$ cat config.mk
export PLATFORM = sky130hd
export DESIGN_NAME = uart_rx_phy
export DESIGN_NICKNAME = d
export VERILOG_FILES = /design/src/rtl/uart_rx_phy.sv
export SDC_FILE = /design/constraint.sdc
export NUM_CORES = 1
export LEC_CHECK = 0
export CAP_MARGIN = 25
export CORE_MARGIN = 2
export CORE_UTILIZATION = 30
export DETAILED_ROUTE_END_ITERATION = 8
export RECOVER_POWER = 25
export SLEW_MARGIN = 20
export SYNTH_ARGS = -nofsm -noshare
export SYNTH_HDL_FRONTEND = slang
export SYNTH_SLANG_ARGS = --single-unit
$ cat constraint.sdc
create_clock -name clock -period 10.31 [get_ports clock]
set_input_delay 2.5775 -clock clock [delete_from_list [all_inputs] [get_ports clock]]
set_output_delay 2.5775 -clock clock [all_outputs]
set_load 0.02 [all_outputs]
$ cat src/rtl/uart_rx_phy.sv
// UART receive PHY: synchronises rxd, finds the start edge, samples each bit at its centre
// and hands the byte upward with parity/framing status on a one-cycle rx_valid pulse.
module uart_rx_phy #(
    parameter int DIV_WIDTH   = 16,
    parameter int SYNC_STAGES = 2
) (
    input  logic                 clock,
    input  logic                 reset_n,
    input  logic                 rx_enable,
    input  logic                 rxd,
    input  logic [DIV_WIDTH-1:0] div,
    input  logic [1:0]           parity_type,
    input  logic                 nstop,
    output logic [7:0]           rx_data,
    output logic                 rx_valid,
    output logic                 parity_error,
    output logic                 frame_error,
    output logic                 busy
);

    typedef enum logic [2:0] {
        IDLE,
        START,
        DATA,
        PARITY,
        STOP1,
        STOP2
    } state_t;

    localparam logic [DIV_WIDTH-1:0] MIN_DIV = DIV_WIDTH'(4);

    state_t                 r_state;
    state_t                 w_stateNext;
    logic [SYNC_STAGES-1:0] r_sync;
    logic                   r_rxdQ;
    logic [DIV_WIDTH-1:0]   r_div;
    logic [1:0]             r_parType;
    logic                   r_nstop;
    logic [DIV_WIDTH-1:0]   r_cnt;
    logic [2:0]             r_bitIdx;
    logic [7:0]             r_shift;
    logic                   r_perrPend;
    logic [7:0]             r_rxData;
    logic                   r_rxValid;
    logic                   r_parityError;
    logic                   r_frameError;

    logic w_rxdS;
    logic w_startDet;
    logic w_bitTick;
    logic w_halfTick;
    logic w_parEn;
    logic w_perr;
    logic w_done;
    logic w_ferr;

    assign w_rxdS     = r_sync[SYNC_STAGES-1];
    assign w_startDet = (r_state == IDLE) && rx_enable && r_rxdQ && !w_rxdS;
    assign w_bitTick  = (r_cnt == r_div - DIV_WIDTH'(1));
    assign w_halfTick = (r_cnt == (r_div >> 1));
    assign w_parEn    = (r_parType == 2'b01) || (r_parType == 2'b10);
    assign w_perr     = ((^r_shift) ^ w_rxdS) != (r_parType == 2'b10);

    always_ff @(posedge clock or negedge reset_n) begin
        if (!reset_n) begin
            r_sync <= '1;
            r_rxdQ <= 1'b1;
        end else begin
            r_sync <= {r_sync[SYNC_STAGES-2:0], rxd};
            r_rxdQ <= w_rxdS;
        end
    end

    always_ff @(posedge clock or negedge reset_n) begin
        if (!reset_n) begin
            r_state <= IDLE;
        end else begin
            r_state <= w_stateNext;
        end
    end

    always_comb begin
        w_stateNext = r_state;
        w_done      = 1'b0;
        w_ferr      = 1'b0;
        case (r_state)
            IDLE: begin
                if (w_startDet) w_stateNext = START;
            end
            START: begin
                if (w_halfTick) w_stateNext = w_rxdS ? IDLE : DATA;
            end
            DATA: begin
                if (w_bitTick && (r_bitIdx == 3'd7)) w_stateNext = w_parEn ? PARITY : STOP1;
            end
            PARITY: begin
                if (w_bitTick) w_stateNext = STOP1;
            end
            STOP1: begin
                if (w_bitTick) begin
                    if (!w_rxdS) begin
                        // A low first stop bit ends the frame at once; a second stop bit is never checked.
                        w_done      = 1'b1;
                        w_ferr      = 1'b1;
                        w_stateNext = IDLE;
                    end else if (r_nstop) begin
                        w_stateNext = STOP2;
                    end else begin
                        w_done      = 1'b1;
                        w_stateNext = IDLE;
                    end
                end
            end
            STOP2: begin
                if (w_bitTick) begin
                    w_done      = 1'b1;
                    w_ferr      = !w_rxdS;
                    w_stateNext = IDLE;
                end
            end
            default: w_stateNext = IDLE;
        endcase
        if (!rx_enable) begin
            w_stateNext = IDLE;
            w_done      = 1'b0;
        end
    end

    always_ff @(posedge clock or negedge reset_n) begin
        if (!reset_n) begin
            r_div         <= '0;
            r_parType     <= 2'b00;
            r_nstop       <= 1'b0;
            r_cnt         <= '0;
            r_bitIdx      <= 3'd0;
            r_shift       <= 8'h00;
            r_perrPend    <= 1'b0;
            r_rxData      <= 8'h00;
            r_rxValid     <= 1'b0;
            r_parityError <= 1'b0;
            r_frameError  <= 1'b0;
        end else begin
            r_rxValid <= w_done;
            if (w_startDet) begin
                r_div      <= (div < MIN_DIV) ? MIN_DIV : div;
                r_parType  <= parity_type;
                r_nstop    <= nstop;
                r_cnt      <= '0;
                r_perrPend <= 1'b0;
            end else begin
                case (r_state)
                    START: begin
                        if (w_halfTick) begin
                            r_cnt    <= '0;
                            r_bitIdx <= 3'd0;
                        end else begin
                            r_cnt <= r_cnt + DIV_WIDTH'(1);
                        end
                    end
                    DATA: begin
                        if (w_bitTick) begin
                            r_shift[r_bitIdx] <= w_rxdS;
                            r_bitIdx          <= r_bitIdx + 3'd1;
                            r_cnt             <= '0;
                        end else begin
                            r_cnt <= r_cnt + DIV_WIDTH'(1);
                        end
                    end
                    PARITY: begin
                        if (w_bitTick) begin
                            r_perrPend <= w_perr;
                            r_cnt      <= '0;
                        end else begin
                            r_cnt <= r_cnt + DIV_WIDTH'(1);
                        end
                    end
                    STOP1, STOP2: begin
                        r_cnt <= w_bitTick ? '0 : r_cnt + DIV_WIDTH'(1);
                    end
                    default: r_cnt <= '0;
                endcase
            end
            if (w_done) begin
                r_rxData      <= r_shift;
                r_parityError <= w_parEn && r_perrPend;
                r_frameError  <= w_ferr;
            end
        end
    end

    assign rx_data      = r_rxData;
    assign rx_valid     = r_rxValid;
    assign parity_error = r_parityError;
    assign frame_error  = r_frameError;
    assign busy         = (r_state != IDLE);

endmodule
==> results of run 1 <==
per-layer routing:
| layer | vias up | wire, um | track usage (%) |
|---|---|---|---|
| met3 | 18 | 387 | 4.50 |
| met2 | 64 | 4260 | 23.8 |
| met5 | - | 0 | 0 |
| met1 | 1412 | 4100 | 18.5 |
| met4 | 0 | 171 | 4.37 |
| li1 | 1451 | - | - |
layout by cell type (no fill, tap or decap), types with 5 or more instances in the layout:
master and instances:
a21oi_1 7, and3_1 5, clkbuf_16 9, clkdlybuf4s50_1 32, dfrtp_1 61, ha_1 6, inv_1 13, mux2_2 8
mux2_4 8, nand2_1 62, nand2b_1 7, nand3_1 17, nand4_1 14, nor2_1 32, nor2b_1 5, nor3_1 8
nor4_1 7, o21ai_0 21, or4_1 5, xnor2_1 37, xor2_1 18
sequential cells by signal, summed over array words and instances, names as in the netlist:
signal        flops
r_sync            2
r_rxdQ            1
parity_error      1
r_shift           8
rx_valid          1
r_state           3
r_bitIdx          3
frame_error       1
r_parType         2
r_perrPend        1
rx_data           8
r_cnt            16
r_div            16
r_nstop           1
cells by family after synthesis:
family,Yosys count
flops,64
fa+ha+maj,6
mux,16
compound gates,47
simple gates,182
buf+inv,37
xor+xnor,55
area by class of cell:
cell class,instances,area [um2]
fillers,1252,7620
multi-input cells,306,1990
flip-flops and latches,64,1610
repair buffers,37,354
clock buffers,9,225
well taps,168,210
clock inverters,7,55.1
inverters,13,48.8
path summary, 6_finish.rpt:
kind,start,end,cells past startpoint
worst max-delay path,reset_n,rx_valid,2
worst min-delay path,r_sync[0],r_sync[1],0
worst max register to register,r_div[1],rx_data[0],9
min in group asynchronous,reset_n,r_div[0],2
max in group clock,r_state[0],busy,3
worst min register to register,r_sync[0],r_sync[1],0
power groups by stage:
stage / clock network (W) / logic [W] / registers (W)
after floorplan: 0 / 0.000138 / 0.000298
after global routing: 0.000305 / 0.000190 / 0.000320
final: 0.000287 / 0.000168 / 0.000315
after detailed placement: 0 / 0.000167 / 0.000318
after CTS: 0.000295 / 0.000169 / 0.000314
after global placement: 0 / 0.000164 / 0.000318
per-stage QoR:
step                      total power (W)  hold WS (ns)
after floorplan                  0.000436         0.345
after global placement           0.000481         0.348
after detailed placement         0.000486         0.349
after CTS                        0.000778         0.357
after global routing             0.000815         0.365
final                            0.000770         0.360
worst register-to-register path, delay by kind of cell (launching register included):
family                   cells  cell delay, ns
adder cells (fa/ha/maj)      1            0.32
buffers and inverters        1            0.09
AO/OA/AOI/OAI                3            0.96
multiplexers                 1            0.39
AND/OR/NAND/NOR              3            1.78
flip-flops                   1            0.44
==> summary.txt, run 1 <==
Floorplan
  • Ports: 35
  • Die Span X: about 120 um
  • Initial core utilization: 31.0%
  • Die height: approximately 120 um
  • # rows: 40
  • Core area: 12100 um2
  • Full die area: approximately 13000 um2

Synthesis
  • Most frequent cells after synthesis: nand2_1, dfrtp_1, xnor2_1
  • Synthesis-stage register bit count: 64
  • Most common cell in the synthesized netlist: nand2_1
  • EDFF count, synth: 0
  • Synth Area per Inst: around 9 um2
  • YS warnings: 0
  • Yosys cell types: 48
  • Sequential share of the synthesized area: between 40 and 50%
  • Mux cell area share after synthesis: 5.60%
  • Top post-synthesis cells by area: dfrtp_1, xnor2_1, nand2_1
  • Dominant cell type by area after synthesis: dfrtp_1
  • Main combinational cell family by area after synthesis: simple AND/OR/NAND/NOR gates
  • Synth Area in Simple Gates: between 20% and 30%
  • Async set or reset register ratio after synthesis: 100%
  • Synth top area share: about two fifths
  • Synth Flop Type: dfrtp_1
  • Adder-Cell Fraction of Synth Area: under 10%
  • Post-Syn Instances: 407
  • Mapped Area: 3750 um2
  • Compound-Gate Fraction of Synth Area: 7.80%
  • Synth Area in XOR/XNOR: 12.8%
  • Syn nets: 436

Power
  • P_int: roughly 0.00051 W
  • Combinational Power Share: 21.8%
  • Sequential fraction of design power: 40.9%
  • Pwr Density: between 150 and 200 nW/um2
  • Leakage power: 1.87 nW
  • Switching part of the total: 33.4%
  • Worst vdd ir: around 82 uV
  • NetSw: around 0.00026 W
  • Clock Power Share: 37.3%

Critical path
  • Crit start category: input port
  • Worst-path fanout max: 64
  • Flop-to-flop setup slack: 6.20 ns
  • Max stage delay cell, worst path: clkbuf_1
  • Max incr delay on CP: 2.40 ns
  • Crit path capture type: asynchronous set/reset pin
  • Critical path type: input port to asynchronous set/reset pin
  • Largest delay contributor family on the critical path: buffers and inverters
  • Critical path, cell by cell: buf_2 -> clkbuf_1
  • Critical path arrival: a little over 5 ns
  • Crit path buffers/inverters: 2
  • Worst Path Required: 9.97 ns

Timing
  • Clock Skew: 0.00949 ns
  • Peak Freq: 182 MHz
  • Setup TNS: 0 ns
  • Setup-failing EPs final: 0
  • Final Cycle Share: 53.2%
  • Measured slew at the worst slew-check pin: ~3.5 ns
  • Post-route minimum period: about 5.5 ns
  • RSZ-0062 raised after global routing: no
  • Max_slew headroom: -131%
  • Max-slew violation count: 65
  • Hold Fails Final Rpt: 0
  • Final WS setup: 4.82 ns

Run status
  • Failing checks: capacitance limit, slew limit
  • Status: complete, but fails checks

Flow run
  • Max_cap viols: 1

Clock network
  • Worst-path clk slew: 0.06 ns
  • Post-CTS sizing: 0
  • Post-CTS setup buffers: 0
  • CTS sink cnt: between 60 and 70
  • CTS Buffer Depth: 2
  • # hold bufs at CTS: 0
  • TritonCTS clock tree: yes
  • Number of H-tree levels: 3
  • CTS buffer count: 9
  • Root buf cell: clkbuf_16
  • Clock Latency Late Sink: 0.34 ns

Layout
  • Non-filler cells, final: 604
  • Fin area: 4490 um2
  • Post-layout util: a little under two fifths
  • P&R area growth vs syn: 19.6%
  • Antenna Diode Count: 0
  • Layout cells sized above 1: under 10%
  • Nets@finish: 460

GRT
  • Gr usage total: 14.5%
  • Grt total ovfl: 0
  • Largest net degree at the start of global routing: 65
  • First-pass GRT wire length: 15.2 mm
  • Via count of the first global-routing pass: 3016
  • Initial antenna violation count: 0

Drt
  • Routed wire length: 8.92 mm
  • Via count: 2945
  • WL per Instance: 14.8 um
  • Detailed router's first-iteration violation count: about 160
  • Initial DRT Pass Iterations: 4
  • Via density: just under 5
  • Antenna viol nets, final: 0
  • DRC viols: 0

Placement
  • Placed Cells: 588
  • # port buffers: 34
  • Hpwl dp: 6.40 mm
  • Area after DPL: between 4000 and 5000 um2
  • Dpl ws: 5.57 ns
  • Gpl congestion: 0.920

Hold path
  • Worst Hold Class: flip-flop to flip-flop
Note: power is estimated with default switching activity, not from simulation.
==> inputs of run 2 (changes only) <==
Clock period 10.31 ns to 5 ns, I/O delays scaled along.
==> run 2 against run 1 <==
Net effect: the flow still finishes with violations (capacitance limit, slew limit); worst hold slack lost 0.00059 ns; global-route usage shrank 0.14 points; sequential power grew 110%; non-clock buffer count grew 1; largest power group unchanged.
==> summary.txt, run 2 (synthesized netlist as in run 1, its figures left out) <==
Run status
  • Status: complete, but fails checks
  • Failing checks: capacitance limit, slew limit

Clock network
  • CTS Buffer Depth: 2
  • Clock Latency Late Sink: 0.33 ns
  • Worst-path clk slew: roughly 0.050 ns
  • CTS buffer count: 9
  • Number of H-tree levels: 3
  • TritonCTS clock tree: yes
  • Post-CTS setup buffers: 0
  • Post-CTS sizing: 0
  • # hold bufs at CTS: 0
  • Root buf cell: clkbuf_16
  • CTS sink cnt: 64

Power
  • Pwr Density: 361 nW/um2
  • Leakage power: 1.87 nW
  • Worst vdd ir: 206 uV

Critical path
  • Crit start category: flip-flop
  • Max incr delay on CP: about 0.66 ns
  • Critical path, cell by cell: inv_1 -> ha_1 -> or4b_1 -> nor3_1 -> and3b_1 -> or4_4 -> or4_1 -> or2_1 -> mux2_4
  • Worst Path Required: 5.21 ns
  • Largest delay contributor family on the critical path: simple AND/OR/NAND/NOR gates
  • Critical path arrival: 4.20 ns
  • Crit path capture type: flip-flop
  • Crit path buffers/inverters: 1
  • Critical path type: flip-flop to flip-flop
  • Worst-path fanout max: 10
  • Max stage delay cell, worst path: or4_1

Placement
  • Placed Cells: approximately 590
  • # port buffers: 34
  • Hpwl dp: 6.53 mm
  • Area after DPL: between 4000 and 5000 um2
  • Gpl congestion: roughly 0.89

Timing
  • Setup TNS: 0 ns
  • Max-slew violation count: 67
  • Final Cycle Share: 79.9%
  • Hold Fails Final Rpt: 0
  • Setup-failing EPs final: 0
  • Measured slew at the worst slew-check pin: about 1.9 ns
  • Max_slew headroom: -24.8%
  • Clock Skew: about 0.0065 ns
  • Peak Freq: 250 MHz
  • Hold_ws: 0.360 ns
  • Post-route minimum period: between 3 and 4 ns
  • RSZ-0062 raised after global routing: no

Layout
  • Antenna Diode Count: 0
  • Non-filler cells, final: around 610
  • Layout cells sized above 1: 9.84%
  • Post-layout util: approximately 37%
  • Commonest cells after routing, fill and taps aside: nand2_1, dfrtp_1, xnor2_1
  • P&R area growth vs syn: 20.5%
  • Nets@finish: 461
  • Fin area: 4520 um2
  • Commonest non-fill, non-tap cell in the layout: nand2_1
  • Biggest regs: r_cnt: 16 flops, r_div: 16 flops
  • Filler cells: 1278

Floorplan
  • Initial core utilization: 31.0%
  • # rows: 40
  • Core area: 12100 um2
  • Die Span X: between 100 and 150 um
  • Ports: 35
  • Full die area: approximately 13000 um2
  • Die height: 116 um

GRT
  • Via count of the first global-routing pass: a little over 3000
  • Initial antenna violation count: 0
  • Largest net degree at the start of global routing: 35
  • Gr usage total: 14.4%
  • Grt total ovfl: 0
  • First-pass GRT wire length: 15.3 mm

Drt
  • Via count: approximately 3000
  • WL per Instance: 14.7 um
  • Routed wire length: 8.92 mm
  • Via density: 4.90
  • Detailed router's first-iteration violation count: 99
  • Antenna viol nets, final: 0
  • Initial DRT Pass Iterations: 4
  • DRC viols: 0

Hold path
  • Worst Hold Class: flip-flop to flip-flop

Flow run
  • Max_cap viols: 2
run 2: worst register-to-register path: cells and delay by family, from the launching register on:
family | cells | cell delay, ns
adders and majority gates | 1 | 0.31
buffers and inverters | 1 | 0.09
DFF | 1 | 0.43
muxes | 1 | 0.38
and+or+nand+nor | 6 | 2.66
run 2: through the flow:
stage | total power (W) | setup WS, ns
final | 0.00163 | 1.01
after global routing | 0.00173 | 0.461
after CTS | 0.00165 | 1.00
after detailed placement | 0.00101 | 1.02
after global placement | 0.00100 | 1.12
after floorplan | 0.000899 | 1.36
run 2: layer usage:
metal  vias to the layer above  routed length [um]  GRT usage [%]
met5                         -                   0              0
met4                         0                 140           4.13
met3                        11                 355           3.92
met2                        60                4310           23.9
met1                      1450                4110           18.5
li1                       1444                   -              -
run 2: worst paths after layout:
check	start	endpoint	slack [ns]	cells after the start
max in group asynchronous	reset_n	parity_error	1.17	2
min in group asynchronous	reset_n	r_div[4]	1.36	1
worst min-delay path	r_sync[0]	r_sync[1]	0.36	0
worst max register to register	r_div[1]	rx_data[3]	1.01	9
worst min register to register	r_sync[0]	r_sync[1]	0.36	0
worst max-delay path	r_div[1]	rx_data[3]	1.01	9
run 2: final cells by class:
class | count | area (um2) | area share, %
Clock buffer | 10 | 239 | 5.28
Clock inverter | 6 | 68.8 | 1.52
Inverter | 13 | 48.8 | 1.08
Multi-Input combinational cell | 306 | 1990 | 44.0
Sequential cell | 64 | 1610 | 35.5
Tap cell | 168 | 210 | 4.65
Timing Repair Buffer | 38 | 360 | 7.97
run 2: power by group:
| part | internal (W) | switching [W] |
|---|---|---|
| Sequential | 0.000565 | 0.0000833 |
| Clock | 0.000400 | 0.000233 |
| Combinational | 0.000153 | 0.000197 |
| Total | 0.00112 | 0.000514 |
==> inputs of run 3 (changes only) <==
Clock period 5 ns to 3.6 ns, I/O delays scaled along.
==> run 3 against run 2 <==
Net effect: final cell count rose by 2.5%; critical path type unchanged; sequential power is 34% higher; the flow still finishes with violations (capacitance limit, slew limit); sequential share of layout area decreased by 0.93 points.
==> summary.txt, run 3 (synthesized netlist as in run 1, its figures left out) <==
Run status
  • Status: complete, but fails checks
  • Failing checks: capacitance limit, slew limit

Clock network
  • Clock Latency Late Sink: about 0.33 ns
  • TritonCTS clock tree: yes
  • CTS buffer count: 9
  • CTS sink cnt: 64
  • Post-CTS setup buffers: 0
  • Worst-path clk slew: 0.06 ns
  • Root buf cell: clkbuf_16
  • CTS Buffer Depth: 2
  • Number of H-tree levels: 3

GRT
  • Met1 Track Usage GR: 20.0%
  • First-pass GRT wire length: approximately 16 mm
  • Grt total ovfl: 0
  • Via count of the first global-routing pass: ~3100
  • GR peak layer: met2
  • Largest net degree at the start of global routing: 28
  • GR Layer Usage met2: approximately 24%
  • Initial antenna violation count: 0
  • Gr usage total: 15.1%
  • Met3 Usage GRT: between 3 and 4%

Layout
  • Antenna Diode Count: 0
  • Commonest non-fill, non-tap cell in the layout: nand2_1
  • Fin area: ~4600 um2
  • Biggest regs: r_cnt: 16 flops, r_div: 16 flops
  • Nets@finish: between 400 and 500
  • Commonest cells after routing, fill and taps aside: nand2_1, dfrtp_1, xnor2_1
  • P&R area growth vs syn: 23.7%
  • Filler cells: 1229
  • Layout cells sized above 1: around 13%

Timing
  • Max_slew headroom: -2.76%
  • Post-route minimum period: ~3.4 ns
  • Max-slew violation count: 28
  • Setup-failing EPs final: 0
  • Clock Skew: 0.00677 ns
  • Setup TNS: 0 ns
  • Peak Freq: around 290 MHz
  • Final Cycle Share: 94.5%
  • RSZ-0062 raised after global routing: no
  • Hold Fails Final Rpt: 0
  • Measured slew at the worst slew-check pin: 1.54 ns

Drt
  • Initial DRT Pass Iterations: 4
  • Antenna viol nets, final: 0
  • WL per Instance: 14.8 um
  • Via density: 4.81
  • Routed wire length: 9.16 mm
  • Detailed router's first-iteration violation count: between 100 and 150
  • Via count: approximately 3000
  • DRC viols: 0

Placement
  • Area after DPL: 4330 um2
  • Gpl congestion: about 0.9
  • # port buffers: 34
  • Hpwl dp: 6.78 mm

Floorplan
  • Die Span X: 116 um
  • # rows: 40
  • Initial core utilization: 31.0%
  • Die height: 116 um
  • Core area: 12100 um2
  • Full die area: 13400 um2
  • Ports: 35

Critical path
  • Worst Path Required: 3.81 ns
  • Crit path capture type: flip-flop
  • Worst-path fanout max: 10
  • Crit start category: flip-flop
  • Critical path arrival: 3.62 ns
  • Setup crit start: r_div[1]
  • Reg2reg start: r_div[1]
  • Critical path type: flip-flop to flip-flop

Power
  • Switching part of the total: between 30 and 40%
  • Combinational Power Share: between 20% and 30%
  • NetSw: 0.000716 W
  • P_int: 0.00165 W
  • Clock Power Share: 39.4%
  • Sequential fraction of design power: 36.7%
  • Pwr Density: 509 nW/um2
  • Worst vdd ir: around 250 uV
  • Leakage power: 1.96 nW

Hold path
  • Worst Hold Class: flip-flop to flip-flop
  • Hold path start: r_sync[0]

Flow run
  • Max_cap viols: 1
-- run 3: cell count changes in the layout (fill, tap and decap cells not counted), sizes merged --
cell      previous run  this run
clkbuf              12        13
bufinv               1         2
clkinvlp             4         1
buf                  3        18
clkinv               1         2
-- run 3: power groups by stage --
stage | Clock [W] | Sequential [W] | Combinational, W
final | 0.000930 | 0.000867 | 0.000566
after global routing | 0.000986 | 0.000878 | 0.000629
after CTS | 0.000952 | 0.000866 | 0.000568
after detailed placement | 0 | 0.000878 | 0.000562
after global placement | 0 | 0.000875 | 0.000558
after floorplan | 0 | 0.000854 | 0.000396
-- run 3: final timing paths --
| path | end | slack (ns) | cells past startpoint |
|---|---|---|---|
| max in group asynchronous | rx_data[1] | 1.14 | 2 |
| setup reg to reg | rx_data[5] | 0.20 | 9 |
| hold reg to reg | r_sync[1] | 0.36 | 0 |
| setup / recovery | rx_data[5] | 0.20 | 9 |
| min in group asynchronous | r_cnt[13] | 0.94 | 1 |
| hold / removal | r_sync[1] | 0.36 | 0 |
-- run 3: metal layers --
metal / vias to the layer above / share of wire, %
li1: 1479 / -
met1: 1448 / 47
met2: 47 / 48
met3: 11 / 3.7
met4: 0 / 1.5
met5: - / 0
-- run 3: stage by stage --
stage | power [W] | hold WS [ns] | worst slack, ns | std cells | utilization, %
finish | 0.00236 | 0.361 | 0.197 | 620 | 38.3
global placement | 0.00143 | 0.346 | 0.0884 | 604 | 35.8
floorplan | 0.00125 | 0.345 | 0.0287 | 407 | -
detailed placement | 0.00144 | 0.349 | 0.0621 | 604 | 35.8
CTS | 0.00239 | 0.357 | 0.0223 | 620 | 38.4
global route | 0.00249 | 0.367 | 0.0758 | 620 | 38.3
-- run 3: repair_timing --
action                     CTS  global route
setup endpoints to repair    0             8
hold endpoints to repair     0             0
resized for setup            0             2
hold buffers                 0             0
-- run 3: cell type report --
type	count	area (um2)	area share [%]
Multi-Input combinational cell	306	1990	42.9
Sequential cell	64	1610	34.6
Timing Repair Buffer	53	473	10.2
Clock buffer	11	233	5.01
Tap cell	168	210	4.53
Clock inverter	5	81.3	1.75
Inverter	13	48.8	1.05
-- run 3: critical path, stage by stage (launching register included) --
cell and delay, ns:
dfrtp_1 0.38, inv_1 0.07, ha_1 0.16, or4b_1 0.51, nor3_1 0.19, and3b_1 0.20
or4_4 0.54, or4_1 0.56, or2_4 0.36, mux2_4 0.32
